`config.mk`:
```
export PLATFORM = sky130hd
export DESIGN_NAME = mips_bus_lsu
export DESIGN_NICKNAME = d
export VERILOG_FILES = /design/src/rtl/codes.sv /design/src/rtl/mem_lane_steer.sv /design/src/rtl/mips_bus_lsu.sv
export SDC_FILE = /design/constraint.sdc
export NUM_CORES = 1
export LEC_CHECK = 0
export ABC_AREA = 1
export CORE_MARGIN = 1.5
export CORE_UTILIZATION = 44
export CTS_BUF_LIST = sky130_fd_sc_hd__clkbuf_8 sky130_fd_sc_hd__clkbuf_16
export CTS_CLUSTER_DIAMETER = 100
export CTS_CLUSTER_SIZE = 10
export DETAILED_ROUTE_END_ITERATION = 6
export PLACE_DENSITY = 0.89
export SYNTH_ARGS = -nofsm -noshare
export SYNTH_HDL_FRONTEND = slang
export SYNTH_SLANG_ARGS = --single-unit
```
`constraint.sdc`:
```
create_clock -name clk -period 2.2 [get_ports clk]
set_input_delay 0.44 -clock clk [delete_from_list [all_inputs] [get_ports clk]]
set_output_delay 0.44 -clock clk [all_outputs]
set_load 0.03 [all_outputs]
```
`src/rtl/codes.sv`:
```
// rtl/codes.sv - shared types and helpers for the MIPS bus load/store unit
//
// Contents:
//   mem_size_t    - access size of a load/store (BYTE, HALF, WORD)
//   lsu_state_t   - bus master FSM states (IDLE, BUS, RESP)
//   is_misaligned - true when an access of the given size is not naturally aligned
package codes;

  typedef enum logic [1:0] {
    BYTE = 2'd0,
    HALF = 2'd1,
    WORD = 2'd2
  } mem_size_t;

  typedef enum logic [1:0] {
    IDLE = 2'd0,
    BUS  = 2'd1,
    RESP = 2'd2
  } lsu_state_t;

  function automatic logic is_misaligned(input mem_size_t size, input logic [1:0] off);
    logic mis;
    case (size)
      BYTE:    mis = 1'b0;
      HALF:    mis = off[0];
      default: mis = (off != 2'b00);
    endcase
    return mis;
  endfunction

endpackage

```
`src/rtl/mem_lane_steer.sv`:
```
// rtl/mem_lane_steer.sv - byte-lane steering between big-endian values and little-endian bus lanes
//
// Purely combinational; serves both directions.
//   size, sign_ext, offset : access description (offset = byte address bits [1:0])
//   st_data                : right-justified store value
//   byteenable, bus_wdata  : bus lane enables and lane data for a store
//   bus_rdata              : raw bus read word (lane k = byte offset k)
//   ld_data                : big-endian reassembled, extended load value
module mem_lane_steer
  import codes::*;
(
  input  mem_size_t   size,
  input  logic        sign_ext,
  input  logic [1:0]  offset,
  input  logic [31:0] st_data,
  output logic [3:0]  byteenable,
  output logic [31:0] bus_wdata,
  input  logic [31:0] bus_rdata,
  output logic [31:0] ld_data
);

  logic [7:0]  ld_byte;
  logic [15:0] ld_half;

  // Store direction: narrow stores are replicated so the selected lanes
  // carry the right bytes whatever the offset.
  always_comb begin
    byteenable = 4'b0000;
    bus_wdata  = 32'h0;
    case (size)
      BYTE: begin
        byteenable = 4'b0001 << offset;
        bus_wdata  = {4{st_data[7:0]}};
      end
      HALF: begin
        byteenable = offset[1] ? 4'b1100 : 4'b0011;
        bus_wdata  = {2{st_data[7:0], st_data[15:8]}};
      end
      default: begin
        byteenable = 4'b1111;
        bus_wdata  = {st_data[7:0], st_data[15:8], st_data[23:16], st_data[31:24]};
      end
    endcase
  end

  // Load direction: the lowest-addressed byte is the most significant one.
  always_comb begin
    ld_byte = 8'h00;
    case (offset)
      2'd0:    ld_byte = bus_rdata[7:0];
      2'd1:    ld_byte = bus_rdata[15:8];
      2'd2:    ld_byte = bus_rdata[23:16];
      default: ld_byte = bus_rdata[31:24];
    endcase
    ld_half = offset[1] ? {bus_rdata[23:16], bus_rdata[31:24]}
                        : {bus_rdata[7:0], bus_rdata[15:8]};
    ld_data = 32'h0;
    case (size)
      BYTE:    ld_data = sign_ext ? {{24{ld_byte[7]}}, ld_byte} : {24'h0, ld_byte};
      HALF:    ld_data = sign_ext ? {{16{ld_half[15]}}, ld_half} : {16'h0, ld_half};
      default: ld_data = {bus_rdata[7:0], bus_rdata[15:8], bus_rdata[23:16], bus_rdata[31:24]};
    endcase
  end

endmodule

```
`src/rtl/mips_bus_lsu.sv`:
```
// rtl/mips_bus_lsu.sv - two-channel Avalon-MM master for MIPS fetch and load/store
//
// Ports:
//   clk, reset                 : clock, asynchronous active-low reset
//   if_req_i/if_addr_i         : fetch request (always WORD), held until if_ack_o
//   if_ack_o/if_rdata_o/if_err_o : fetch completion pulse, instruction, error
//   d_req_i, d_we_i, d_size_i, d_signed_i, d_addr_i, d_wdata_i : load/store request
//   d_ack_o/d_rdata_o/d_err_o  : load/store completion pulse, extended load value, error
//   address, read, write, writedata, byteenable, readdata, waitrequest : Avalon-MM master
//   busy_o                     : high whenever the FSM is not IDLE
module mips_bus_lsu
  import codes::*;
#(
  parameter int ADDR_W        = 32,
  parameter int TIMEOUT       = 0,
  parameter int DATA_PRIORITY = 1
) (
  input  logic              clk,
  input  logic              reset,
  input  logic              if_req_i,
  input  logic [ADDR_W-1:0] if_addr_i,
  output logic              if_ack_o,
  output logic [31:0]       if_rdata_o,
  output logic              if_err_o,
  input  logic              d_req_i,
  input  logic              d_we_i,
  input  mem_size_t         d_size_i,
  input  logic              d_signed_i,
  input  logic [ADDR_W-1:0] d_addr_i,
  input  logic [31:0]       d_wdata_i,
  output logic              d_ack_o,
  output logic [31:0]       d_rdata_o,
  output logic              d_err_o,
  output logic [ADDR_W-1:0] address,
  output logic              read,
  output logic              write,
  input  logic              waitrequest,
  output logic [31:0]       writedata,
  output logic [3:0]        byteenable,
  input  logic [31:0]       readdata,
  output logic              busy_o
);

  localparam int CNT_W = (TIMEOUT > 0) ? $clog2(TIMEOUT + 1) : 1;
  localparam logic [CNT_W-1:0] CNT_MAX = CNT_W'(TIMEOUT);

  lsu_state_t        state;
  logic              chan_d;     // 1 = current transfer belongs to the data channel
  logic              last_data;  // last grant went to the data channel
  mem_size_t         size_q;
  logic              signed_q;
  logic              we_q;
  logic [1:0]        off_q;
  logic [CNT_W-1:0]  wait_cnt;

  logic              grant_d;
  logic              grant_if;
  mem_size_t         req_size;
  logic [ADDR_W-1:0] req_addr;
  logic              req_signed;
  logic              req_we;
  logic              req_mis;
  logic [CNT_W-1:0]  cnt_nxt;
  logic              timeout_hit;

  mem_size_t         steer_size;
  logic              steer_signed;
  logic [1:0]        steer_off;
  logic [3:0]        steer_be;
  logic [31:0]       steer_wdata;
  logic [31:0]       steer_ld;

  // Data wins a collision under fixed priority; under round-robin it wins
  // only when fetch had the previous grant.
  always_comb begin
    grant_d    = d_req_i && (!if_req_i || (DATA_PRIORITY != 0) || !last_data);
    grant_if   = if_req_i && !grant_d;
    req_size   = grant_d ? d_size_i : WORD;
    req_addr   = grant_d ? d_addr_i : if_addr_i;
    req_signed = grant_d && d_signed_i;
    req_we     = grant_d && d_we_i;
    req_mis    = is_misaligned(req_size, req_addr[1:0]);
  end

  // Counter saturates at TIMEOUT; the abort fires on the wait cycle that
  // brings it to TIMEOUT. With TIMEOUT=0 CNT_MAX is 0 and it never moves.
  always_comb begin
    cnt_nxt     = (wait_cnt == CNT_MAX) ? wait_cnt : wait_cnt + 1'b1;
    timeout_hit = (TIMEOUT > 0) && waitrequest && (cnt_nxt == CNT_MAX);
  end

  // One steering instance: in IDLE it shapes the incoming store for the
  // bus registers, in BUS it decodes readdata with the latched attributes.
  always_comb begin
    steer_size   = (state == IDLE) ? req_size       : size_q;
    steer_signed = (state == IDLE) ? req_signed     : signed_q;
    steer_off    = (state == IDLE) ? req_addr[1:0]  : off_q;
  end

  mem_lane_steer u_steer (
    .size       (steer_size),
    .sign_ext   (steer_signed),
    .offset     (steer_off),
    .st_data    (d_wdata_i),
    .byteenable (steer_be),
    .bus_wdata  (steer_wdata),
    .bus_rdata  (readdata),
    .ld_data    (steer_ld)
  );

  always_ff @(posedge clk or negedge reset) begin
    if (!reset) begin
      state      <= IDLE;
      chan_d     <= 1'b0;
      last_data  <= 1'b0;
      size_q     <= WORD;
      signed_q   <= 1'b0;
      we_q       <= 1'b0;
      off_q      <= 2'b00;
      wait_cnt   <= '0;
      address    <= '0;
      writedata  <= 32'h0;
      byteenable <= 4'h0;
      read       <= 1'b0;
      write      <= 1'b0;
      if_ack_o   <= 1'b0;
      if_rdata_o <= 32'h0;
      if_err_o   <= 1'b0;
      d_ack_o    <= 1'b0;
      d_rdata_o  <= 32'h0;
      d_err_o    <= 1'b0;
      busy_o     <= 1'b0;
    end else begin
      if_ack_o <= 1'b0;
      d_ack_o  <= 1'b0;
      case (state)
        IDLE: begin
          if (grant_d || grant_if) begin
            chan_d    <= grant_d;
            last_data <= grant_d;
            size_q    <= req_size;
            signed_q  <= req_signed;
            we_q      <= req_we;
            off_q     <= req_addr[1:0];
            wait_cnt  <= '0;
            busy_o    <= 1'b1;
            if (req_mis) begin
              // No bus cycle: answer with an error straight away.
              state <= RESP;
              if (grant_d) begin
                d_ack_o <= 1'b1;
                d_err_o <= 1'b1;
              end else begin
                if_ack_o <= 1'b1;
                if_err_o <= 1'b1;
              end
            end else begin
              state      <= BUS;
              address    <= {req_addr[ADDR_W-1:2], 2'b00};
              byteenable <= steer_be;
              writedata  <= steer_wdata;
              read       <= !req_we;
              write      <= req_we;
            end
          end
        end
        BUS: begin
          if (waitrequest) begin
            wait_cnt <= cnt_nxt;
          end
          // Inside this branch waitrequest=1 only on a timeout abort,
          // so it doubles as the error flag.
          if (!waitrequest || timeout_hit) begin
            read  <= 1'b0;
            write <= 1'b0;
            state <= RESP;
            if (chan_d) begin
              d_ack_o <= 1'b1;
              d_err_o <= waitrequest;
              if (!waitrequest && !we_q) begin
                d_rdata_o <= steer_ld;
              end
            end else begin
              if_ack_o <= 1'b1;
              if_err_o <= waitrequest;
              if (!waitrequest) begin
                if_rdata_o <= steer_ld;
              end
            end
          end
        end
        RESP: begin
          state    <= IDLE;
          busy_o   <= 1'b0;
          if_err_o <= 1'b0;
          d_err_o  <= 1'b0;
        end
        default: begin
          state  <= IDLE;
          busy_o <= 1'b0;
        end
      endcase
    end
  end

endmodule
```
## Yosys cells after proc, flatten, opt, wreduce, memory -nomap -nowiden

Cells that the tools add are included.

- Muxes and demuxes: 51
- Equal/unequal tests: 14
- Reductions and logical operators: 25
- Shift operators: 1
- Bitwise gates (word level): 4

Operators by type and width:

| kind | count |
|---|---|
| 32-bit two-way mux | 3 |
| 32-bit one-hot mux with 2 select lines | 1 |
| 24-bit one-hot mux with 2 select lines | 1 |
| 1-bit two-way mux | 27 |
| 8-bit one-hot mux with 3 select lines | 1 |
| 16-bit two-way mux | 1 |
| 2-bit inequality test (second input constant) | 7 |
| 2-bit two-way mux | 6 |
| 1-bit one-hot mux with 2 select lines | 6 |
| 6-bit AND reduction | 2 |
| 2-bit by 1-bit == test with 1-bit output (second input constant) | 4 |
| 2-bit zero test | 4 |
| 4-bit one-hot mux with 2 select lines | 1 |
| 4-bit AND reduction | 2 |
| 1-bit one-hot mux with 3 select lines | 2 |
| 2-bit AND reduction | 3 |
| 3-bit AND reduction | 2 |
| 2-bit == test (second input constant) | 2 |
| 1-bit logical AND | 4 |
| 1-bit zero test | 4 |
| 4-bit two-way mux | 1 |
| 1-bit NOT | 4 |
| 2-bit one-hot mux with 2 select lines | 1 |
| 2-bit nonzero test | 2 |
| other kinds (4) | 4 |

- Register bits after elaboration: 146
- Input port bits: 137
- Output and inout port bits: 139
- Logic and storage cells: 113

## Depth between registers and ports, before layout

- Word-level depth: 6
- Gate-level depth with buffers: 14
- Mapped depth without buffers: 13

## By module

From an unflattened synthesis, not the netlist that was laid out.

- Cell total of the unflattened synthesis: 924
- Area, all modules: 7493.4 µm²

By module, submodules not included:

| module | times used | area each (µm²) | cells an instance | sequential area each (µm²) |
|---|---|---|---|---|
| mips_bus_lsu | 1 | 6117.1 | 654 | 3654.8 |
| mem_lane_steer | 1 | 1376.3 | 270 | 0.0 |

## Worst setup path before layout

OpenSTA, ideal clock, no wires.

- Path type: register to register
- From: register state[1]
- To: register d_rdata_o[28]
- Data required time: 2.083 ns
- Buffers on the path: 3
- Cell stages (with the launch flop): 15
- Slack: 0.338 ns
- Library setup time: 0.117 ns
- Arrival time: 1.745 ns
- Clock period less this slack: 1.862 ns
- Cell sequence: dfrtp_1 -> inv_1 -> ha_1 -> clkbuf_4 -> nand3_2 -> nand2_4 -> inv_2 -> buf_6 -> nand2_1 -> nand2_1 -> nand3_2 -> buf_6 -> nand3_1 -> nand2_1 -> nand2_1

- Longest elaborated chain between the ends: 6
- Elaborated cells on any way between the ends: 16
- Those cells by class: eq/ne: 4; mux: 8; reduce/logical: 4

RTL lines:

| what | line | RTL |
|---|---|---|
| start: declaration | mips_bus_lsu.sv:47 | `lsu_state_t state;` |
| start signal: assignment | mips_bus_lsu.sv:113 | `state <= IDLE;` |
| start signal: assignment | mips_bus_lsu.sv:149 | `state <= RESP;` |
| start signal: assignment | mips_bus_lsu.sv:158 | `state <= BUS;` |
| 2-bit zero test | mips_bus_lsu.sv:95, mips_bus_lsu.sv:96, mips_bus_lsu.sv:97 |  |
| 2-bit two-way mux | mips_bus_lsu.sv:97 | `steer_off = (state == IDLE) ? req_addr[1:0] : off_q;` |
| 2-bit == test, or another cell as far along | mem_lane_steer.sv:49 | `case (offset)` |
| 8-bit one-hot mux with 3 select lines | mem_lane_steer.sv:49 |  |
| 32-bit two-way mux | mem_lane_steer.sv:59 | `BYTE: ld_data = sign_ext ? {{24{ld_byte[7]}}, ld_byte} : {24'h0, ld_byte};` |
| 32-bit one-hot mux with 2 select lines | mem_lane_steer.sv:58 | `case (size)` |
| end signal: assignment | mips_bus_lsu.sv:181 | `d_rdata_o <= steer_ld;` |
| end: declaration | mips_bus_lsu.sv:32 | `output logic [31:0] d_rdata_o,` |

Several ways; a longest one is shown, not always the timed one.
A chain may end at the register's enable or synchronous reset.

## Worst setup path after layout

- From: input port d_req_i
- To: register d_rdata_o[4]

- Longest elaborated chain between the ends: 6
- Elaborated cells on any way between the ends: 14
- Those cells by class: eq/ne: 3; mux: 9; reduce/logical: 2

RTL lines:

| what | line | RTL |
|---|---|---|
| start: declaration | mips_bus_lsu.sv:25 | `input logic d_req_i,` |
| 32-bit two-way mux | mips_bus_lsu.sv:79 | `req_addr = grant_d ? d_addr_i : if_addr_i;` |
| 2-bit two-way mux | mips_bus_lsu.sv:97 |  |
| 2-bit == test, or another cell as far along | mem_lane_steer.sv:49 |  |
| 8-bit one-hot mux with 3 select lines | mem_lane_steer.sv:49 |  |
| 32-bit two-way mux | mem_lane_steer.sv:59 |  |
| 32-bit one-hot mux with 2 select lines (*) | mem_lane_steer.sv:58 |  |

Mark *: on every way between the ends. The rest lies on a longest branch, timed or not.

==> impl_metrics.toml <==
[global_route]
vias_in_the_first_global_route = 7143
largest_net_degree_at_the_start_of_global_routing = 77
gr-total-overflow = 0
initial_antenna_violation_count = 0
grt_pass1_wl_um = 36700
global_route.usage.total = 0.280

[synth]
synth_edf_count = 0
ys_top_cells_by_area = "sky130_fd_sc_hd__dfrtp_1 (51%), sky130_fd_sc_hd__nand2_1 (21%), sky130_fd_sc_hd__o31ai_2 (4.2%)"
postSynthRegisterBits = 146
syn-cell-area_um2 = 7140
yosys_warnings = 0
ys_types = 36
avgSynthCellArea_um2 = 7.97
most_repeated_cell_in_the_gate_level_netlist_after_synthesis = "sky130_fd_sc_hd__nand2_1"
synth_top_cell_area_share = 0.508
synthCells = 896
synth-async-reset-ratio = 1.00
post-synth-top-area-cell = "sky130_fd_sc_hd__dfrtp_1"
synthTopCellsByCount = "sky130_fd_sc_hd__nand2_1 (398), sky130_fd_sc_hd__dfrtp_1 (145), sky130_fd_sc_hd__nor2_1 (72)"
yosys_most_used_dff = "sky130_fd_sc_hd__dfrtp_1"
register_area_share_after_synthesis = 0.512

[final_layout]
finish.net_count = 1330
diodes = 0
area.growth.synth_to_final_pct = 54.0
final_core_utilization = 0.692
post_route_cells_drive_above_1_share = 0.111

[setup_path]
setup.worst_path.end_class = "register"
crit_path_leading_delay_family = "simple AND/OR/NAND/NOR gates"
r2r_slack_ns = 0.16
path_cells = "clkdlybuf4s50_1 -> inv_2 -> nor2_1 -> nand2_1 -> nand2_4 -> nand2_2 -> nor2_4 -> buf_4 -> nor2_2 -> buf_4 -> nand2_1 -> nand3_1 -> nand2_1 -> nand2_1"
timing.setup.critical_path_class = "input port to register"
timing.critical_path.required_ns = 2.50
regToRegStartpoint = "state[0]$_DFFE_PN0P_"
worst_path_largest_cell_delay_ns = 0.57
critical-path-top-cell-by-count = "sky130_fd_sc_hd__nand2_1"
crit_buf_inv = 4
worstSetupStartpointType = "input port"
worst_r2r_path_depth = 13
r2r-end = "d_rdata_o[4]$_DFFE_PN0P_"
worstPathMaxFanout = 7
worstPathArrival_ns = 2.35
worst_path_max_delay_cell = "sky130_fd_sc_hd__clkdlybuf4s50_1"

[routing]
vias = 7217
wl_per_cell_um = 16.4
postRouteWirelength_um = 23300
dr.first_iter.drc_count = 657
antenna_violating_nets_post_route = 0
routed_via_density = 5.09
drtPass1Iterations = 6
route.detailed.drc = 0

[min_path]
hp-start = "size_q[1]$_DFFE_PN1P_"
hold_path_end = "size_q[1]$_DFFE_PN1P_"
kind_of_path_behind_the_tightest_hold_check = "register to register"
hold-path-cell-count = 2

[power]
clock_power_share = 0.189
comb_power_share = 0.539
net-switching-power_mw = 7.32
power.share.sequential = 0.273
power_per_cell_area_nw_per_um2 = 1540
power.switching_fraction = 0.433
vdd_ir_drop_max_v = 0.000739
p_int_mw = 9.58
power.static_leakage_nw = 5.37

[floorplan]
row_count = 46
core_area_um2 = 15900
die_height_um = 130
fp.dieArea_um2 = 17000
pin_count = 276
die_w_um = 130
initial_core_util = 0.449

[sta]
setup_viol = 0
report.final.hold_viol_count = 0
min_period_ns = 2.04
fmax_mhz = 489
fin_worst_skew_ns = 0.00644
hold_ws_ns = 0.477
timing.final.max_slew_violations = 0
worst-slew-pin-transition_ns = 0.534
period_share = 0.929
max_slew_margin = 0.644

[clocking]
clk_transition_reported_paths_ns = 0.06
cts_made_buffers = 17
clkSinkCount = 146
cts-root-buf = "sky130_fd_sc_hd__clkbuf_16"
ctsLongestPathBuffers = 2
tritoncts = "done"
clk_latency_ns = 0.42
htree_num_levels = 4

[place]
post-dp-hpwl_um = 17100
place.port_buffers = 273
finalWeightedCongestion = 0.934

[run]
timing.max_cap.violations = 0

[run_status]
status = "complete, no violations"
## placed cells by master (no fill, tap or decap), types with 2 or more instances in the layout
cell type                         netlist  routed
sky130_fd_sc_hd__nand2_1              398     398
sky130_fd_sc_hd__clkdlybuf4s50_1        0     272
sky130_fd_sc_hd__dfrtp_1              145     145
sky130_fd_sc_hd__nor2_1                72      72
sky130_fd_sc_hd__inv_1                 45      46
sky130_fd_sc_hd__nand3_1               40      40
sky130_fd_sc_hd__buf_4                  6      38
sky130_fd_sc_hd__o21ai_0               36      36
sky130_fd_sc_hd__o31ai_2               24      24
sky130_fd_sc_hd__a21oi_1               17      17
sky130_fd_sc_hd__clkbuf_16              0      17
sky130_fd_sc_hd__o21ai_1               16      16
sky130_fd_sc_hd__inv_2                 10       9
sky130_fd_sc_hd__o22ai_1                7       7
sky130_fd_sc_hd__o31ai_1                6       6
sky130_fd_sc_hd__buf_12                 0       6
sky130_fd_sc_hd__nand2_4                4       5
sky130_fd_sc_hd__bufinv_16              0       5
sky130_fd_sc_hd__nor2_4                 4       4
sky130_fd_sc_hd__o21a_1                 4       4
sky130_fd_sc_hd__clkinv_2               0       3
sky130_fd_sc_hd__nand2_2                4       3
sky130_fd_sc_hd__nand4_1                3       3
sky130_fd_sc_hd__nand3_2                3       3
sky130_fd_sc_hd__clkinv_4               0       3
sky130_fd_sc_hd__clkinvlp_4             0       3
sky130_fd_sc_hd__ha_1                   3       2
sky130_fd_sc_hd__conb_1                 1       2
## layout make-up
class | instances | area, um^2
Fill cell | 1245 | 4890
Multi-Input combinational cell | 652 | 3060
Inverter | 55 | 208
Tap cell | 216 | 270
Clock buffer | 18 | 439
Clock inverter | 14 | 213
Timing Repair Buffer | 318 | 3150
Sequential cell | 146 | 3650
## what timing repair did
| action | 4_1_cts | 5_1_grt |
|---|---|---|
| endpoints found under the hold margin | 17 | 0 |
| hold buffers | 1 | 0 |
| setup endpoints to repair | 0 | 70 |
| setup buffers | 0 | 0 |
| resized for setup | 0 | 3 |
## registers in the layout (all words and copies together) (netlist names), 2 cells and up
name,cells
byteenable,4
size_q,2
state,2
d_rdata_o,32
off_q,2
address,30
writedata,32
if_rdata_o,32
## power groups by stage
stage	combinational (mW)	clock [mW]	sequential, mW
after floorplan	3.02	0	6.75
after global routing	9.80	3.35	4.74
after global placement	8.86	0	4.60
final	9.11	3.19	4.61
after CTS	9.09	3.23	4.60
after detailed placement	9.05	0	4.61
## how the worst max path moves through the flow
stage | start | slack [ns] | depth (start not counted) | to
floorplan | state[1]$_DFFE_PN0P_ | 0.34 | 14 | d_rdata_o[28]$_DFFE_PN0P_
global placement | d_req_i | -0.19 | 14 | d_rdata_o[1]$_DFFE_PN0P_
detailed placement | d_req_i | -0.27 | 14 | d_rdata_o[1]$_DFFE_PN0P_
CTS | state[1]$_DFFE_PN0P_ | 0.008 | 14 | d_rdata_o[1]$_DFFE_PN0P_
global route | state[0]$_DFFE_PN0P_ | -0.008 | 13 | d_rdata_o[9]$_DFFE_PN0P_
finish | d_req_i | 0.16 | 14 | d_rdata_o[4]$_DFFE_PN0P_
## worst reg2reg max path: stages, from the launching register on
cell and delay [ns]:
sky130_fd_sc_hd__dfrtp_1 0.37, sky130_fd_sc_hd__inv_1 0.09, sky130_fd_sc_hd__ha_4 0.19, sky130_fd_sc_hd__buf_4 0.16, sky130_fd_sc_hd__o22ai_2 0.23, sky130_fd_sc_hd__nand2_2 0.12
sky130_fd_sc_hd__nor2_4 0.11, sky130_fd_sc_hd__buf_4 0.12, sky130_fd_sc_hd__nor2_2 0.03, sky130_fd_sc_hd__buf_4 0.15, sky130_fd_sc_hd__nand2_1 0.07, sky130_fd_sc_hd__nand3_1 0.13
sky130_fd_sc_hd__nand2_1 0.10, sky130_fd_sc_hd__nand2_1 0.05
## cell families (layout without fill, tap and decap cells)
family | count (synthesis) | count (layout) | synth area share
AOI/OAI and AO/OA | 116 | 116 | 0.116
DFF | 146 | 146 | 0.512
other | 1 | 2 | 0.000525
buffers and inverters | 99 | 405 | 0.0634
adders and majority gates | 3 | 3 | 0.00526
and+or+nand+nor | 531 | 531 | 0.302
## stage by stage
step	setup WS [ns]	instance area, um^2	power (mW)	setup TNS (ns)	std cells
final	0.156	11000	16.9	0	1419
after global routing	-0.00819	11000	17.9	-0.00819	1419
after CTS	0.00785	11000	16.9	0	1419
after detailed placement	-0.268	10300	13.7	-20.18	1386
after global placement	-0.187	10300	13.5	-14.20	1386
after floorplan	0.338	7140	9.77	0	897
## layer usage
| metal | GRT usage | wire [um] | vias up |
|---|---|---|---|
| li1 | - | - | 3433 |
| met2 | 0.454 | 11200 | 304 |
| met4 | 0.122 | 985 | 0 |
| met1 | 0.369 | 9690 | 3413 |
| met5 | 0 | 0 | - |
| met3 | 0.0525 | 1380 | 67 |
(Power assumes the default switching activity.)
